===== src/rtl/prio_arb_pkg.sv =====
// rtl/prio_arb_pkg.sv - shared types and helpers for the N-way priority arbiter
package prio_arb_pkg;

  typedef enum logic {MODE_FIXED, MODE_RR} mode_e;

  typedef enum logic {IDLE, GRANT} state_e;

  // Index width for n requesters; never narrower than one bit.
  function automatic int clog2_min1(input int n);
    int w;
    w = $clog2(n);
    return (w < 1) ? 1 : w;
  endfunction

endpackage


===== src/rtl/prio_enc_n.sv =====
// rtl/prio_enc_n.sv - combinational N:W priority encoder, highest set index wins
module prio_enc_n
  import prio_arb_pkg::*;
#(
  parameter int N = 8,
  parameter int W = clog2_min1(N)
) (
  input  logic [N-1:0] req,
  output logic [W-1:0] idx,
  output logic         any
);

  always_comb begin
    idx = '0;
    for (int i = 0; i < N; i++) begin
      if (req[i]) idx = W'(i);
    end
    any = |req;
  end

endmodule


===== src/rtl/prio_arb_n.sv =====
// rtl/prio_arb_n.sv - registered N-way arbiter, fixed or round-robin, valid/ready grant
module prio_arb_n
  import prio_arb_pkg::*;
#(
  parameter int N = 8,
  parameter int W = clog2_min1(N)
) (
  input  logic         clk,
  input  logic         rst,
  input  logic [N-1:0] req,
  input  logic         mode,
  input  logic         gnt_ready,
  output logic         gnt_valid,
  output logic [W-1:0] gnt_idx,
  output logic [N-1:0] gnt_onehot
);

  state_e        state;
  logic [W-1:0]  ptr;
  mode_e         mode_sel;
  logic          accept;
  logic [W-1:0]  ptr_acc;
  logic [W-1:0]  ptr_arb;
  logic [2*N-1:0] req_dbl;
  logic [N-1:0]  req_rot;
  logic [W-1:0]  fix_idx, rot_idx, rr_idx, win_idx;
  logic          fix_any, rot_any, win_any;
  int            rr_sum;

  assign mode_sel = mode_e'(mode);
  assign accept   = (state == GRANT) && gnt_ready;
  // Accepting index k makes k the lowest priority: pointer moves to k-1, wrapping.
  assign ptr_acc  = (gnt_idx == '0) ? W'(N - 1) : gnt_idx - 1'b1;
  // Arbitration on an accept edge already sees the post-accept pointer.
  assign ptr_arb  = (accept && mode_sel == MODE_RR) ? ptr_acc : ptr;

  // Rotate so that requester ptr_arb lands on bit N-1, the encoder's top priority.
  assign req_dbl  = {req, req} >> (int'(ptr_arb) + 1);
  assign req_rot  = req_dbl[N-1:0];

  prio_enc_n #(.N(N), .W(W)) u_enc_fix (
    .req (req),
    .idx (fix_idx),
    .any (fix_any)
  );

  prio_enc_n #(.N(N), .W(W)) u_enc_rr (
    .req (req_rot),
    .idx (rot_idx),
    .any (rot_any)
  );

  always_comb begin
    rr_sum = int'(rot_idx) + int'(ptr_arb) + 1;
    if (rr_sum >= N) rr_sum = rr_sum - N;
    rr_idx = W'(rr_sum);
  end

  assign win_idx = (mode_sel == MODE_RR) ? rr_idx  : fix_idx;
  assign win_any = (mode_sel == MODE_RR) ? rot_any : fix_any;

  always_ff @(posedge clk) begin
    if (rst) begin
      state     <= IDLE;
      gnt_valid <= 1'b0;
      gnt_idx   <= '0;
      ptr       <= W'(N - 1);
    end else begin
      case (state)
        IDLE: begin
          if (win_any) begin
            gnt_idx   <= win_idx;
            gnt_valid <= 1'b1;
            state     <= GRANT;
          end
        end
        GRANT: begin
          if (gnt_ready) begin
            if (mode_sel == MODE_RR) ptr <= ptr_acc;
            if (win_any) begin
              gnt_idx <= win_idx;
            end else begin
              gnt_valid <= 1'b0;
              state     <= IDLE;
            end
          end
        end
        default: state <= IDLE;
      endcase
    end
  end

  assign gnt_onehot = gnt_valid ? (N'(1) << gnt_idx) : '0;

endmodule


===== config.mk =====
export PLATFORM = sky130hd
export DESIGN_NAME = prio_arb_n
export DESIGN_NICKNAME = d
export VERILOG_FILES = /design/src/rtl/prio_arb_pkg.sv /design/src/rtl/prio_enc_n.sv /design/src/rtl/prio_arb_n.sv
export SDC_FILE = /design/constraint.sdc
export NUM_CORES = 1
export LEC_CHECK = 0
export CORE_MARGIN = 8
export CORE_UTILIZATION = 55
export CTS_CLUSTER_DIAMETER = 60
export CTS_CLUSTER_SIZE = 24
export DETAILED_ROUTE_END_ITERATION = 10
export PLACE_DENSITY_LB_ADDON = 0.3
export SYNTH_ARGS = -nofsm -noshare
export SYNTH_HDL_FRONTEND = slang
export SYNTH_SLANG_ARGS = --single-unit

===== constraint.sdc =====
create_clock -name clk -period 7.2 [get_ports clk]
set_input_delay 1.08 -clock clk [delete_from_list [all_inputs] [get_ports clk]]
set_output_delay 1.08 -clock clk [all_outputs]
set_load 0.05 [all_outputs]

==> flow_summary.json, run 1 <==
{
  "wirelength_mm": 3.30,
  "p_leak_nw": 0.571,
  "pre_cts_ws_ns": 2.05,
  "layout_setup_ws_ns": 2.25,
  "grt_overflow": 0,
  "final_design_area_no_fill_mm2": 0.00145,
  "post_drt_wl_per_cell_um": 16.8,
  "grt_usage_pct": 16.7,
  "tightest_slew_ns": 0.583,
  "yosysSeqAreaShare_pct": 13.3,
  "postCtsResizedCells": 0,
  "dieArea_mm2": 0.00394,
  "drt-vias-per-instance": 6.40,
  "die_y_um": 62.8,
  "clk_latency_ns": 0.26,
  "first_iter_violations": 113,
  "crit_chain": "clkdlybuf4s50_1 > a31oi_1 > a31oi_4 > mux2i_1 > mux2i_1 > a21boi_0 > mux2_2 > o21ai_1 > a221oi_1 > ha_1 > inv_1 > fa_1 > xnor2_1 > nand2_1 > a21oi_1 > a31oi_1 > a32o_1",
  "path_buf_inv": 2,
  "clock_path_buffers": 2,
  "hp-class": "register to register",
  "muxShareOfSynthArea_pct": 12.1,
  "syn_inst": 147,
  "crit_family": "compound AO/OA/AOI/OAI gates",
  "cp.arrival_ns": 5.11,
  "p_per_area_mw_per_mm2": 143,
  "r2r_end": "gnt_idx[2]$_SDFFE_PP0P_",
  "cts_tree": "done",
  "hold_path_end": "gnt_idx[1]$_SDFFE_PP0P_",
  "ant_nets": 0,
  "synthXorXnorAreaFrac_pct": 0.728,
  "outcome": "complete, no violations",
  "avgSynthCellArea_um2": 8.19,
  "drc_errors": 0,
  "n_antenna_cell": 0,
  "timing.slew.headroom_pct": 60.8,
  "r2r_slack_ns": 2.71,
  "area_growth_pct": 20.4,
  "post-dp-hpwl_mm": 2.60,
  "cts_num_sinks": 8,
  "min_path_cells": 2,
  "grt_max_degree": 15,
  "synth_area_mm2": 0.00120,
  "portBuffers": 23,
  "rsz0062_at_grt": "false",
  "endpoint_kind": "register",
  "instances_no_fill": 196,
  "yosys.area_share.simple_pct": 26.7,
  "maxCapViolCount": 0,
  "yosys_warnings": 0,
  "critPathRequiredTime_ns": 7.36,
  "cp-startpoint": "mode",
  "holdCritStartpoint": "gnt_idx[1]$_SDFFE_PP0P_",
  "ir_worst_vdd_v": 0.000147,
  "numCtsBuffers": 3,
  "final_util_pct": 67.4,
  "critPathMaxFanout": 10,
  "crit_type": "input port to register",
  "cts_max_level": 1,
  "synth_compound_area_share_pct": 31.8,
  "coreArea_mm2": 0.00215,
  "synthAdderAreaFrac_pct": 7.90,
  "antenna_found_initial": 0,
  "critPathLaunchType": "input port",
  "routabilityCongestion": 0.925,
  "final_layout_size_suffix_gt1_share_pct": 9.52,
  "die_w_um": 62.8,
  "num-nets-final": 189,
  "grt_pass1_vias": 1200,
  "path_clk_slew_ns": 0.06,
  "place_area_mm2": 0.00143,
  "hold_buffers": 0,
  "fin_skew_ns": 0.0114,
  "timing.rr.start": "gnt_idx[0]$_SDFFE_PP0P_",
  "worstRegToRegCells": 18,
  "synth-seq-cells": 8,
  "synth_nets": 166,
  "min_period_over_period_pct": 68.7,
  "worst-path-stages": 17,
  "vias": 1255,
  "max_freq_mhz": 202,
  "cts_setup_buffers": 0,
  "fp-row-count": 17,
  "placedCellCount": 193,
  "start_util_pct": 56.0,
  "slowest_delay_ns": 0.65,
  "hold_viol_final": 0,
  "slew_viol_final": 0,
  "cts_root_buffer": "clkbuf_4",
  "grt_pass1_wl_mm": 5.62,
  "ys_types": 53,
  "period_minus_slack_ns": 4.95,
  "drtPass1Iterations": 4,
  "fillCellCount": 188,
  "totalNegativeSetupSlack_ns": 0,
  "setup-violations-final": 0,
  "ios": 24,
  "synth_top_family_by_area": "compound AO/OA/AOI/OAI gates",
  "critPathSlowestCell": "clkdlybuf4s50_1"
}
-- layout by cell type (no fill, tap or decap), types with 5 or more instances in the layout --
master	n
and2_1	5
inv_1	10
dfxtp_1	8
nand2_1	13
nor2_1	10
ha_1	6
and3_1	5
clkdlybuf4s50_1	23
a21oi_1	9
nand2b_1	5
mux2i_1	10
-- state kept, by name (all words and copies together), names as in the netlist --
register and flops:
gnt_idx 3, gnt_valid 1, ptr 3, state 1
-- worst max path at each step --
stage                                   end  slack [ns]
finish              gnt_idx[2]$_SDFFE_PP0P_        2.25
floorplan           gnt_idx[2]$_SDFFE_PP0P_        3.00
CTS                 gnt_idx[2]$_SDFFE_PP0P_        2.33
global route        gnt_idx[2]$_SDFFE_PP0P_        2.08
global placement    gnt_idx[2]$_SDFFE_PP0P_        2.20
detailed placement  gnt_idx[2]$_SDFFE_PP0P_        2.05
-- worst register-to-register path, stage by stage, from the launching register on --
cell and delay, ns:
dfxtp_1 0.55, inv_1 0.15, ha_1 0.23, or3_1 0.41, and3_1 0.25, nor2_2 0.44, mux2i_1 0.29, a21boi_0 0.23
mux2_2 0.17, o21ai_1 0.06, a221oi_1 0.29, ha_1 0.20, inv_1 0.05, fa_1 0.37, xnor2_1 0.23, nand2_1 0.09
a21oi_1 0.13, a31oi_1 0.06, a32o_1 0.22
-- metrics by stage --
stage | hold slack [ns] | power (mW)
detailed placement | 0.523 | 0.170
global placement | 0.510 | 0.168
global route | 0.563 | 0.221
finish | 0.539 | 0.207
CTS | 0.536 | 0.207
floorplan | 0.497 | 0.137
-- power by group --
group	internal [mW]	total [mW]	switching, mW
clock	0.0192	0.0361	0.0169
sequential	0.0482	0.0554	0.00718
combinational	0.0441	0.116	0.0717
total	0.111	0.207	0.0958
-- cell families (layout without fill, tap and decap cells) --
kind of cell | after synthesis | count (layout)
AO/OA/AOI/OAI | 43 | 43
XOR/XNOR | 1 | 1
adder cells (fa/ha/maj) | 7 | 7
buffers and inverters | 17 | 38
flip-flops | 8 | 8
multiplexers | 13 | 13
AND/OR/NAND/NOR | 58 | 58
-- synth_stat cells, drive strengths merged --
master | number | share of area [%]
o21ai | 3 | 1.2
nand4 | 1 | 1.0
a21o | 1 | 0.62
nand4b | 1 | 0.73
clkbuf | 1 | 0.31
nand2b | 5 | 2.6
xnor2 | 1 | 0.73
buf | 4 | 3.2
a31oi | 3 | 2.8
o32ai | 1 | 1.4
a221oi | 6 | 6.3
o221ai | 1 | 0.73
a21boi | 2 | 1.2
o41ai | 1 | 0.73
nor2 | 11 | 3.6
o22ai | 1 | 0.52
a2111oi | 2 | 3.0
and4 | 2 | 1.5
a32o | 1 | 0.83
or4 | 1 | 0.62
fa | 1 | 1.7
mux2 | 2 | 1.9
or3 | 1 | 0.52
nand2 | 13 | 4.1
mux2i | 11 | 10
o311ai | 2 | 1.5
and3 | 6 | 3.5
a31o | 1 | 0.73
and2 | 5 | 2.6
a21oi | 9 | 3.7
nand3 | 4 | 1.7
o211ai | 1 | 0.62
nor4b | 2 | 1.5
nor2b | 3 | 1.6
nor3 | 3 | 1.2
a211oi | 4 | 2.9
a311oi | 4 | 2.9
inv | 12 | 4.0
dfxtp | 8 | 13
ha | 6 | 6.2
-- metal layers --
metal | wire (um) | GRT usage, % | share of wire, % | vias up
met4 | 28 | 5.41 | 0.85 | 0
met3 | 266 | 2.15 | 8.1 | 3
met1 | 1510 | 22.8 | 46 | 583
met5 | 0 | 0 | 0 | -
li1 | - | - | - | 607
met2 | 1490 | 26.0 | 45 | 62
-- cell type report --
type | count | area (um^2) | area share [%]
clock buffers | 3 | 22.5 | 1.55
multi-input cells | 122 | 953 | 65.8
repair buffers | 23 | 230 | 15.9
well taps | 28 | 35.0 | 2.42
flip-flops and latches | 8 | 160 | 11.1
inverters | 12 | 47.5 | 3.28
(Power assumes the default switching activity.)
==> run 2, diff against run 1 <==
Settings changed: CORE_UTILIZATION 55 to 47.
Clock period 7.2 ns to 4.4 ns, I/O delays scaled along.
==> run 2 against run 1 <==
  * Clock power increased by 60%
  * Register-to-register slack worse by 2.4 ns
  * Hold slack gained 0.0072 ns
  * Largest cell class unchanged
  * Combinational power rose by 72%
  * Utilization is 5.3 points lower
  * Power up 68%
  * Critical path type is now register to register
==> flow_summary.json, run 2 (synthesis results as in run 1) <==
{
  "outcome": "complete, no violations",
  "post-dp-hpwl_mm": 2.81,
  "cts_root_buffer": "clkbuf_4",
  "grt_pass1_vias": 1218,
  "start_util_pct": 49.0,
  "tightest_slew_ns": 0.545,
  "clock_path_buffers": 2,
  "area_growth_pct": 26.7,
  "numCtsBuffers": 3,
  "routabilityCongestion": 0.874,
  "drt-vias-per-instance": 6.24,
  "final_common_cell": "clkdlybuf4s50_1",
  "grt_max_degree": 12,
  "final_layout_size_suffix_gt1_share_pct": 14.7,
  "critPathRequiredTime_ns": 4.56,
  "ios": 24,
  "wirelength_mm": 3.53,
  "reg_top3": "gnt_idx (3), ptr (3)",
  "final_util_pct": 62.1,
  "period_minus_slack_ns": 4.04,
  "hp-class": "register to register",
  "setup-violations-final": 0,
  "p_leak_nw": 0.615,
  "antenna_found_initial": 0,
  "grt_usage_pct": 15.7,
  "slew_viol_final": 0,
  "drc_errors": 0,
  "portBuffers": 23,
  "grt_overflow": 0,
  "cts_num_sinks": 8,
  "cp.arrival_ns": 4.20,
  "worstSetupEndpoint": "gnt_idx[2]$_SDFFE_PP0P_",
  "r2r_end": "gnt_idx[2]$_SDFFE_PP0P_",
  "drtPass1Iterations": 4,
  "rsz0062_at_grt": "false",
  "critPathLaunchType": "register",
  "totalNegativeSetupSlack_ns": 0,
  "worstRegToRegCells": 17,
  "critPathMaxFanout": 9,
  "post_drt_wl_per_cell_um": 17.0,
  "num-nets-final": 198,
  "maxCapViolCount": 0,
  "cts_tree": "done",
  "hold_buffers": 0,
  "grt_pass1_wl_mm": 5.66,
  "fin_skew_ns": 0.00803,
  "cp-startpoint": "gnt_idx[0]$_SDFFE_PP0P_",
  "fp-row-count": 18,
  "first_iter_violations": 113,
  "max_freq_mhz": 247,
  "fillCellCount": 232,
  "vias": 1291,
  "n_antenna_cell": 0,
  "final_cell_mix": "23 x clkdlybuf4s50_1, 13 x nand2_1, 10 x inv_1, 10 x nor2_1, 10 x mux2i_1",
  "path_clk_slew_ns": 0.06,
  "cts_max_level": 1,
  "hold_viol_final": 0,
  "timing.rr.start": "gnt_idx[0]$_SDFFE_PP0P_",
  "dieArea_mm2": 0.00444,
  "endpoint_kind": "register",
  "die_w_um": 66.6,
  "timing.slew.headroom_pct": 63.4,
  "ir_worst_vdd_v": 0.000280,
  "r2r_slack_ns": 0.36,
  "crit_type": "register to register",
  "p_per_area_mw_per_mm2": 228,
  "clk_latency_ns": 0.26,
  "min_period_over_period_pct": 91.9,
  "coreArea_mm2": 0.00245,
  "die_y_um": 66.6,
  "ant_nets": 0
}
==> run 2: cell types whose count changed in the layout (fill, tap and decap cells not counted), sizes merged <==
| cell | previous run | this run |
|---|---|---|
| buf | 0 | 9 |
==> run 2: worst min-delay path by stage <==
| stage | cells after the start | to | from |
|---|---|---|---|
| after floorplan | 2 | state$_SDFF_PP0_ | state$_SDFF_PP0_ |
| after global placement | 2 | gnt_idx[1]$_SDFFE_PP0P_ | gnt_idx[1]$_SDFFE_PP0P_ |
| after detailed placement | 2 | state$_SDFF_PP0_ | state$_SDFF_PP0_ |
| after CTS | 2 | state$_SDFF_PP0_ | state$_SDFF_PP0_ |
| after global routing | 2 | gnt_idx[1]$_SDFFE_PP0P_ | gnt_idx[1]$_SDFFE_PP0P_ |
| final | 2 | gnt_idx[1]$_SDFFE_PP0P_ | gnt_idx[1]$_SDFFE_PP0P_ |
==> run 2: per-stage QoR <==
step           std cells  hold slack (ns)  power (mW)  setup WS (ns)  cell area (um^2)
6_report             207            0.546       0.348          0.359              1530
5_1_grt              207            0.580       0.368         0.0259              1530
3_3_place_gp         204            0.505       0.285          0.117              1500
2_1_floorplan        147            0.497       0.224          0.276              1200
3_5_place_dp         204            0.538       0.290         0.0457              1500
4_1_cts              207            0.548       0.347          0.319              1520
==> run 2: cell type report <==
cell class              instances  area, um^2  share of cell area [%]
repair buffers                 32         298                    19.5
flip-flops and latches          8         160                    10.5
inverters                      12        47.5                    3.12
multi-input cells             122         960                    62.9
clock buffers                   3        22.5                    1.48
well taps                      30        37.5                    2.46
==> run 2: what timing repair did <==
item | in CTS | in global routing
resized for setup | 0 | 1
setup buffers | 0 | 0
endpoints found under the setup margin | 0 | 1
endpoints found under the hold margin | 0 | 0
==> run 2: worst max-delay path, cell delays in order, from the launching register on <==
cell,delay (ns)
dfxtp_1,0.53
inv_1,0.14
ha_1,0.27
or3_1,0.37
and3_1,0.26
nor2_2,0.17
buf_4,0.19
mux2i_1,0.26
a21oi_1,0.12
a221oi_1,0.33
ha_1,0.20
inv_1,0.05
fa_1,0.37
xnor2_1,0.21
nand2_1,0.08
a21oi_1,0.12
a31oi_1,0.06
a32o_1,0.22
==> run 2: report_power, final <==
part	leakage (nW)	internal [mW]	switching, mW
registers	0.0665	0.0790	0.0115
logic	0.534	0.0801	0.119
clock network	0.0138	0.0313	0.0265
==> run 2: routing by layer <==
layer  routed length [um]  track usage (%)
met4                   24             2.93
met2                 1700             25.9
met1                 1580             20.9
met5                    0                0
met3                  220             2.35
==> RTL edit 1: new RTL, settings of run 1 <==
Add an input register stage for `mode`; this delays it by one clock. The other inputs are not delayed to match.
--- a/src/rtl/prio_arb_n.sv
+++ b/src/rtl/prio_arb_n.sv
@@ -17,2 +17,8 @@
 
+  logic mode_q;
+
+  always_ff @(posedge clk) begin
+    mode_q <= mode;
+  end
+
   state_e        state;
@@ -29,3 +35,3 @@
 
-  assign mode_sel = mode_e'(mode);
+  assign mode_sel = mode_e'(mode_q);
   assign accept   = (state == GRANT) && gnt_ready;
Function: changed (a bounded check fails within 4 cycles, from zero or initial values and one cycle with rst high).
==> RTL edit 1 against run 1 <==
- sequential cell count increased by 1
- worst setup slack gained 290 ps
- routed wire length grew 6.2%
- total power grew 7.3%
- cell area rose by 2.8%
- critical path depth shrank 1
- area after synthesis rose by 4.3%
- synthesized cell count up 3.4%
- largest cell class unchanged
- largest power group unchanged
- highest routed layer unchanged
==> RTL edit 1: results (changes against run 1) <==
| Metric | Value |
|---|---|
| First-pass GRT wire length | `5.62 mm (unchanged)` |
| Routed via count | `1,313 (+4.6%)` |
| Detail Placement HPWL | `2.72 mm (+4.4%)` |
| Synth Net Count | `171 (+3.0%)` |
| Status | `completed` |
| Placed inst area | `0.00146 mm² (+2.5%)` |
| Total GRT Usage | `16.3% (-0.32 points)` |
| Number of buffers created by CTS | `3 (unchanged)` |
| Starting DRC count in detailed routing | `119 (+5.3%)` |
| Largest net degree at the start of global routing | `17 (+2)` |
| Yosys warning count | `0 (unchanged)` |
| Top Registers | `gnt_idx: 3 flops, ptr: 3 flops` |
| Measured slew at the worst slew-check pin | `749 ps (+165 ps)` |
| Antenna violations before repair | `0 (unchanged)` |
| Min-delay worst type | `flip-flop to flip-flop` |
| CP max stage delay | `620 ps (-30 ps)` |
| Reg clk slew, reported paths | `60 ps (about the same)` |
| Clock Root Buffer | `clkbuf_4` |
| Layout fillers | `190 (+1.1%)` |
| Top delay family on crit path | `simple AND/OR/NAND/NOR gates` |
| Top post-synthesis cells by count | `a21oi_1, a211oi_1, inv_1` |
| I/O Buffers | `23 (unchanged)` |
| Vias in the first global route | `1,192 (-0.67%)` |
| H-tree Lvls | `1 (unchanged)` |
| Maximum VDD drop | `0.134 mV (-8.8%)` |
| Layout cells sized above 1 | `12.9% (+3.3 points)` |
| Async set-reset flop share out of synthesis | `0% (unchanged)` |
| CP max-delay cell | `clkdlybuf4s50_1` |
| Crit-path max FO | `16 (+6)` |
| GPL Wtd Cong | `0.937 (+1.2%)` |
| Netlist cell types | `53 (unchanged)` |
| Post-DR wirelength/cell | `17.6 µm (+4.6%)` |
| Synth Flop Type | `dfxtp_1` |
| N_diodes | `0 (unchanged)` |
| Post-CTS Setup Bufs | `0 (unchanged)` |
| Clock tree buffer depth | `2 (unchanged)` |
| Post-CTS sizing | `0 (unchanged)` |
| Worst skew pair latency | `~270 ps` |
| Sequential-to-total area share from yosys stat | `14.4% (+1.1 points)` |
| Area contributors post-synth | `dfxtp_1, a211oi_1, ha_1` |
| DR pass1 iterations | `4 (unchanged)` |
| Lkg Pwr | `0.568 nW (-0.59%)` |
| Setup TNS | `0 ps (unchanged)` |
| Nets@finish | `191 (+1.1%)` |
| Skew final | `4.02 ps (-7.35 ps)` |
-- RTL edit 1: cell types whose count changed after synthesis, moves of 3 or more --
| cell | change |
|---|---|
| a211oi_1 | +8 |
| nand2_1 | -6 |
| nor2_1 | -5 |
| a21oi_1 | +3 |
| mux2i_1 | -3 |
| nor4_1 | +3 |
| xor2_1 | +3 |
-- RTL edit 1: path summary, 6_finish.rpt --
path	startpoint	end	slack [ps]	cells past startpoint
hold reg to reg	gnt_valid	gnt_valid	610	2
hold / removal	gnt_valid	gnt_valid	610	2
setup reg to reg	gnt_idx[0]	gnt_idx[2]	2850	17
setup / recovery	gnt_ready	gnt_idx[2]	2540	16
-- RTL edit 1: logic make-up after synthesis --
| group | share of synthesized area [%] |
|---|---|
| multiplexers | 6.48 |
| AO/OA/AOI/OAI | 36.7 |
| flip-flops | 14.4 |
| AND/OR/NAND/NOR | 24.2 |
| buffers and inverters | 8.57 |
| adder cells (fa/ha/maj) | 7.58 |
| XOR/XNOR | 2.09 |
-- RTL edit 1: stage by stage --
step                power (mW)  utilization (%)  std cells  setup slack, ps
finish                   0.222             68.0        199             2540
global route             0.236             68.0        199             2330
CTS                      0.222             68.0        199             2620
detailed placement       0.181             66.7        195             2330
global placement         0.179             66.7        195             2440
floorplan                0.150                -        152             3240
-- RTL edit 1: final cells by class --
class | instances | share of cell area, %
inverters | 13 | 3.28
well taps | 28 | 2.35
multi-input cells | 122 | 65.0
repair buffers | 23 | 15.5
clock inverters | 1 | 0.336
clock buffers | 3 | 1.51
flip-flops and latches | 9 | 12.1
-- RTL edit 1: per-layer routing --
layer / up-vias / part of all wire, % / global-route usage [%]
met2: 57 / 48 / 27.5
met4: 0 / 1.7 / 5.57
li1: 633 / - / -
met3: 10 / 6.3 / 4.36
met5: - / 0 / 0
met1: 613 / 44 / 19.6
-- RTL edit 1: worst reg2reg max path: stages (launching register included) --
cell and delay (ps):
dfxtp_1 620, inv_1 180, ha_1 290, nor3_1 280, a211oi_1 110, nor2_2 610, or3b_2 240, a21oi_1 60
a221oi_1 290, o31ai_1 110, a21boi_0 190, ha_1 160, inv_1 50, fa_1 370, xor2_1 180, a31o_2 250
a21boi_0 160, o2bb2ai_1 90
-- RTL edit 1: power breakdown --
group	internal, mW	total (mW)	switching (mW)	leakage [nW]
Clock	0.0206	0.0400	0.0195	0.0177
Sequential	0.0539	0.0629	0.00899	0.0749
Combinational	0.0460	0.119	0.0735	0.475
==> RTL edit 2: new RTL, settings of run 1 <==
Without the edit above. Reset style: asynchronous (`rst`), changed in one clocked block.
--- a/src/rtl/prio_arb_n.sv
+++ b/src/rtl/prio_arb_n.sv
@@ -61,3 +61,3 @@
 
-  always_ff @(posedge clk) begin
+  always_ff @(posedge clk or posedge rst) begin
     if (rst) begin
Behaviour: differs if rst is asserted again (counterexample within 4 cycles, from zero or initial values and one cycle with rst high); with rst held inactive, the same outputs for 10 cycles.
==> RTL edit 2 against run 1 <==
- sequential cell count is the same
- worst setup slack lost 37 ps
- cell area grew 1.1%
- routed wire length grew 5.0%
- area after synthesis grew 2.0%
- count of clock-buffer cells in the layout grew 1
- largest cell class unchanged
- highest routed layer unchanged
Power is not compared: it rests on default switching activity, and its combinational part moved more than twofold at a synthesized area within 25%.
==> RTL edit 2: results (changes against run 1) <==
| Metric | Value |
|---|---|
| First-pass GRT wire length | `5.84 mm (+3.9%)` |
| Lkg Pwr | `about 0.60 nW` |
| Layout cells sized above 1 | `14.3% (+4.8 points)` |
| Clock tree buffer depth | `2 (unchanged)` |
| Maximum VDD drop | `between 0.3 and 0.4 mV` |
| Reg clk slew, reported paths | `60 ps (about the same)` |
| Status | `completed` |
| Async set-reset flop share out of synthesis | `100% (+100 points)` |
| Reg2reg start | `gnt_idx[0]` |
| Detail Placement HPWL | `2.81 mm (+7.8%)` |
| CP max-delay cell | `a31o_1` |
| Nets@finish | `195 (+3.2%)` |
| Vias per inst | `6.60 (+3.0%)` |
| CP max stage delay | `620 ps (-30 ps)` |
| Skew final | `2.64 ps (-8.73 ps)` |
| Path depth of the worst reg2reg path | `16 (-2)` |
| Top layer in use | `met4` |
| N_diodes | `0 (unchanged)` |
| Top post-synthesis cells by count | `nand2_1, inv_1, nor2_1` |
| Total GRT Usage | `17.1% (+0.40 points)` |
| Routed met2 length | `1.64 mm (+9.6%)` |
| Post-CTS sizing | `0 (unchanged)` |
| Area contributors post-synth | `dfrtp_1, dfstp_2, ha_1` |
| Min-delay worst type | `flip-flop to flip-flop` |
| Worst skew pair latency | `260 ps (about the same)` |
| Post-CTS Setup Bufs | `0 (unchanged)` |
| Synth Net Count | `173 (+4.2%)` |
| Vias in the first global route | `1,265 (+5.4%)` |
| Netlist cell types | `55 (+3.8%)` |
| Layout fillers | `188 (unchanged)` |
| Clock Root Buffer | `clkbuf_4` |
| Sequential-to-total area share from yosys stat | `16.6% (+3.3 points)` |
| Crit-path max FO | `15 (+5)` |
| Hold Startpoint | `state` |
| Wire length on met3 | `257 µm (-3.4%)` |
| Met1 WL | `1.53 mm (+0.99%)` |
| I/O Buffers | `23 (unchanged)` |
| Top delay family on crit path | `compound AO/OA/AOI/OAI gates` |
| WL final | `3.46 mm (+5.0%)` |
| DR pass1 iterations | `4 (unchanged)` |
| Worst hold stages | `1 (-1)` |
| Number of buffers created by CTS | `3 (unchanged)` |
| Hold EP | `gnt_valid` |
| H-tree Lvls | `1 (unchanged)` |
| Worst relative slew slack | `58.0% (-2.9 points)` |
| GPL Wtd Cong | `0.932 (+0.67%)` |
| Largest net degree at the start of global routing | `16 (+1)` |
| Crit path DAT | `5130 ps (+20 ps)` |
| Yosys warning count | `0 (unchanged)` |
| Starting DRC count in detailed routing | `81 (-28%)` |
| Antenna violations before repair | `0 (unchanged)` |
| FF-to-FF End | `gnt_idx[2]` |
| FF-to-FF setup slack | `2720 ps (about the same)` |
RTL edit 2: through the flow:
stage          instances  utilization, %  worst slack (ps)  hold slack [ps]  instance area [µm²]
5_1_grt              203            67.5              1890              621                 1470
3_3_place_gp         199            66.3              2140              566                 1440
2_1_floorplan        154               -              3220              524                 1230
6_report             203            67.5              2210              585                 1470
4_1_cts              203            67.5              2270              582                 1470
3_5_place_dp         199            66.3              2010              570                 1440
RTL edit 2: metal layers:
metal,global-route usage [%],vias up
li1,-,634
met1,22.3,629
met2,27.8,68
met3,3.00,8
met4,5.01,0
met5,0,-
RTL edit 2: logic make-up (layout without fill, tap and decap cells):
kind of cell | after synthesis | count (layout) | synth area share [%]
adder cells (fa/ha/maj) | 7 | 7 | 7.75
XOR/XNOR | 1 | 1 | 0.714
multiplexers | 4 | 4 | 3.67
flip-flops | 8 | 8 | 16.6
AND/OR/NAND/NOR | 58 | 58 | 26.4
buffers and inverters | 21 | 42 | 9.38
AO/OA/AOI/OAI | 55 | 55 | 35.5
RTL edit 2: layout make-up:
type,instances,area share (%)
clock buffer,4,1.79
inverter,15,4.18
multi-input combinational,125,62.0
sequential,8,13.9
timing repair buffer,23,15.7
tap,28,2.39
RTL edit 2: worst reg2reg max path: cells and delay by family (launching register included):
family | cells | cell delay [ps]
flops | 1 | 590
fa+ha+maj | 3 | 820
xor+xnor | 1 | 220
buf+inv | 2 | 230
simple gates | 2 | 480
compound gates | 7 | 1600
mux | 1 | 450
RTL edit 2: power breakdown:
group | leakage (nW) | internal, mW | switching (mW)
Sequential | 0.0876 | 0.0684 | 0.0308
Combinational | 0.501 | 0.160 | 0.284
Clock | 0.0150 | 0.0214 | 0.0174
RTL edit 2: worst max-delay path by stage:
stage,from,endpoint,cells after the start
floorplan,gnt_ready,gnt_idx[2],15
global placement,mode,gnt_idx[2],15
detailed placement,mode,gnt_idx[2],15
CTS,mode,gnt_idx[2],15
global route,gnt_ready,gnt_idx[2],15
finish,mode,gnt_idx[2],15
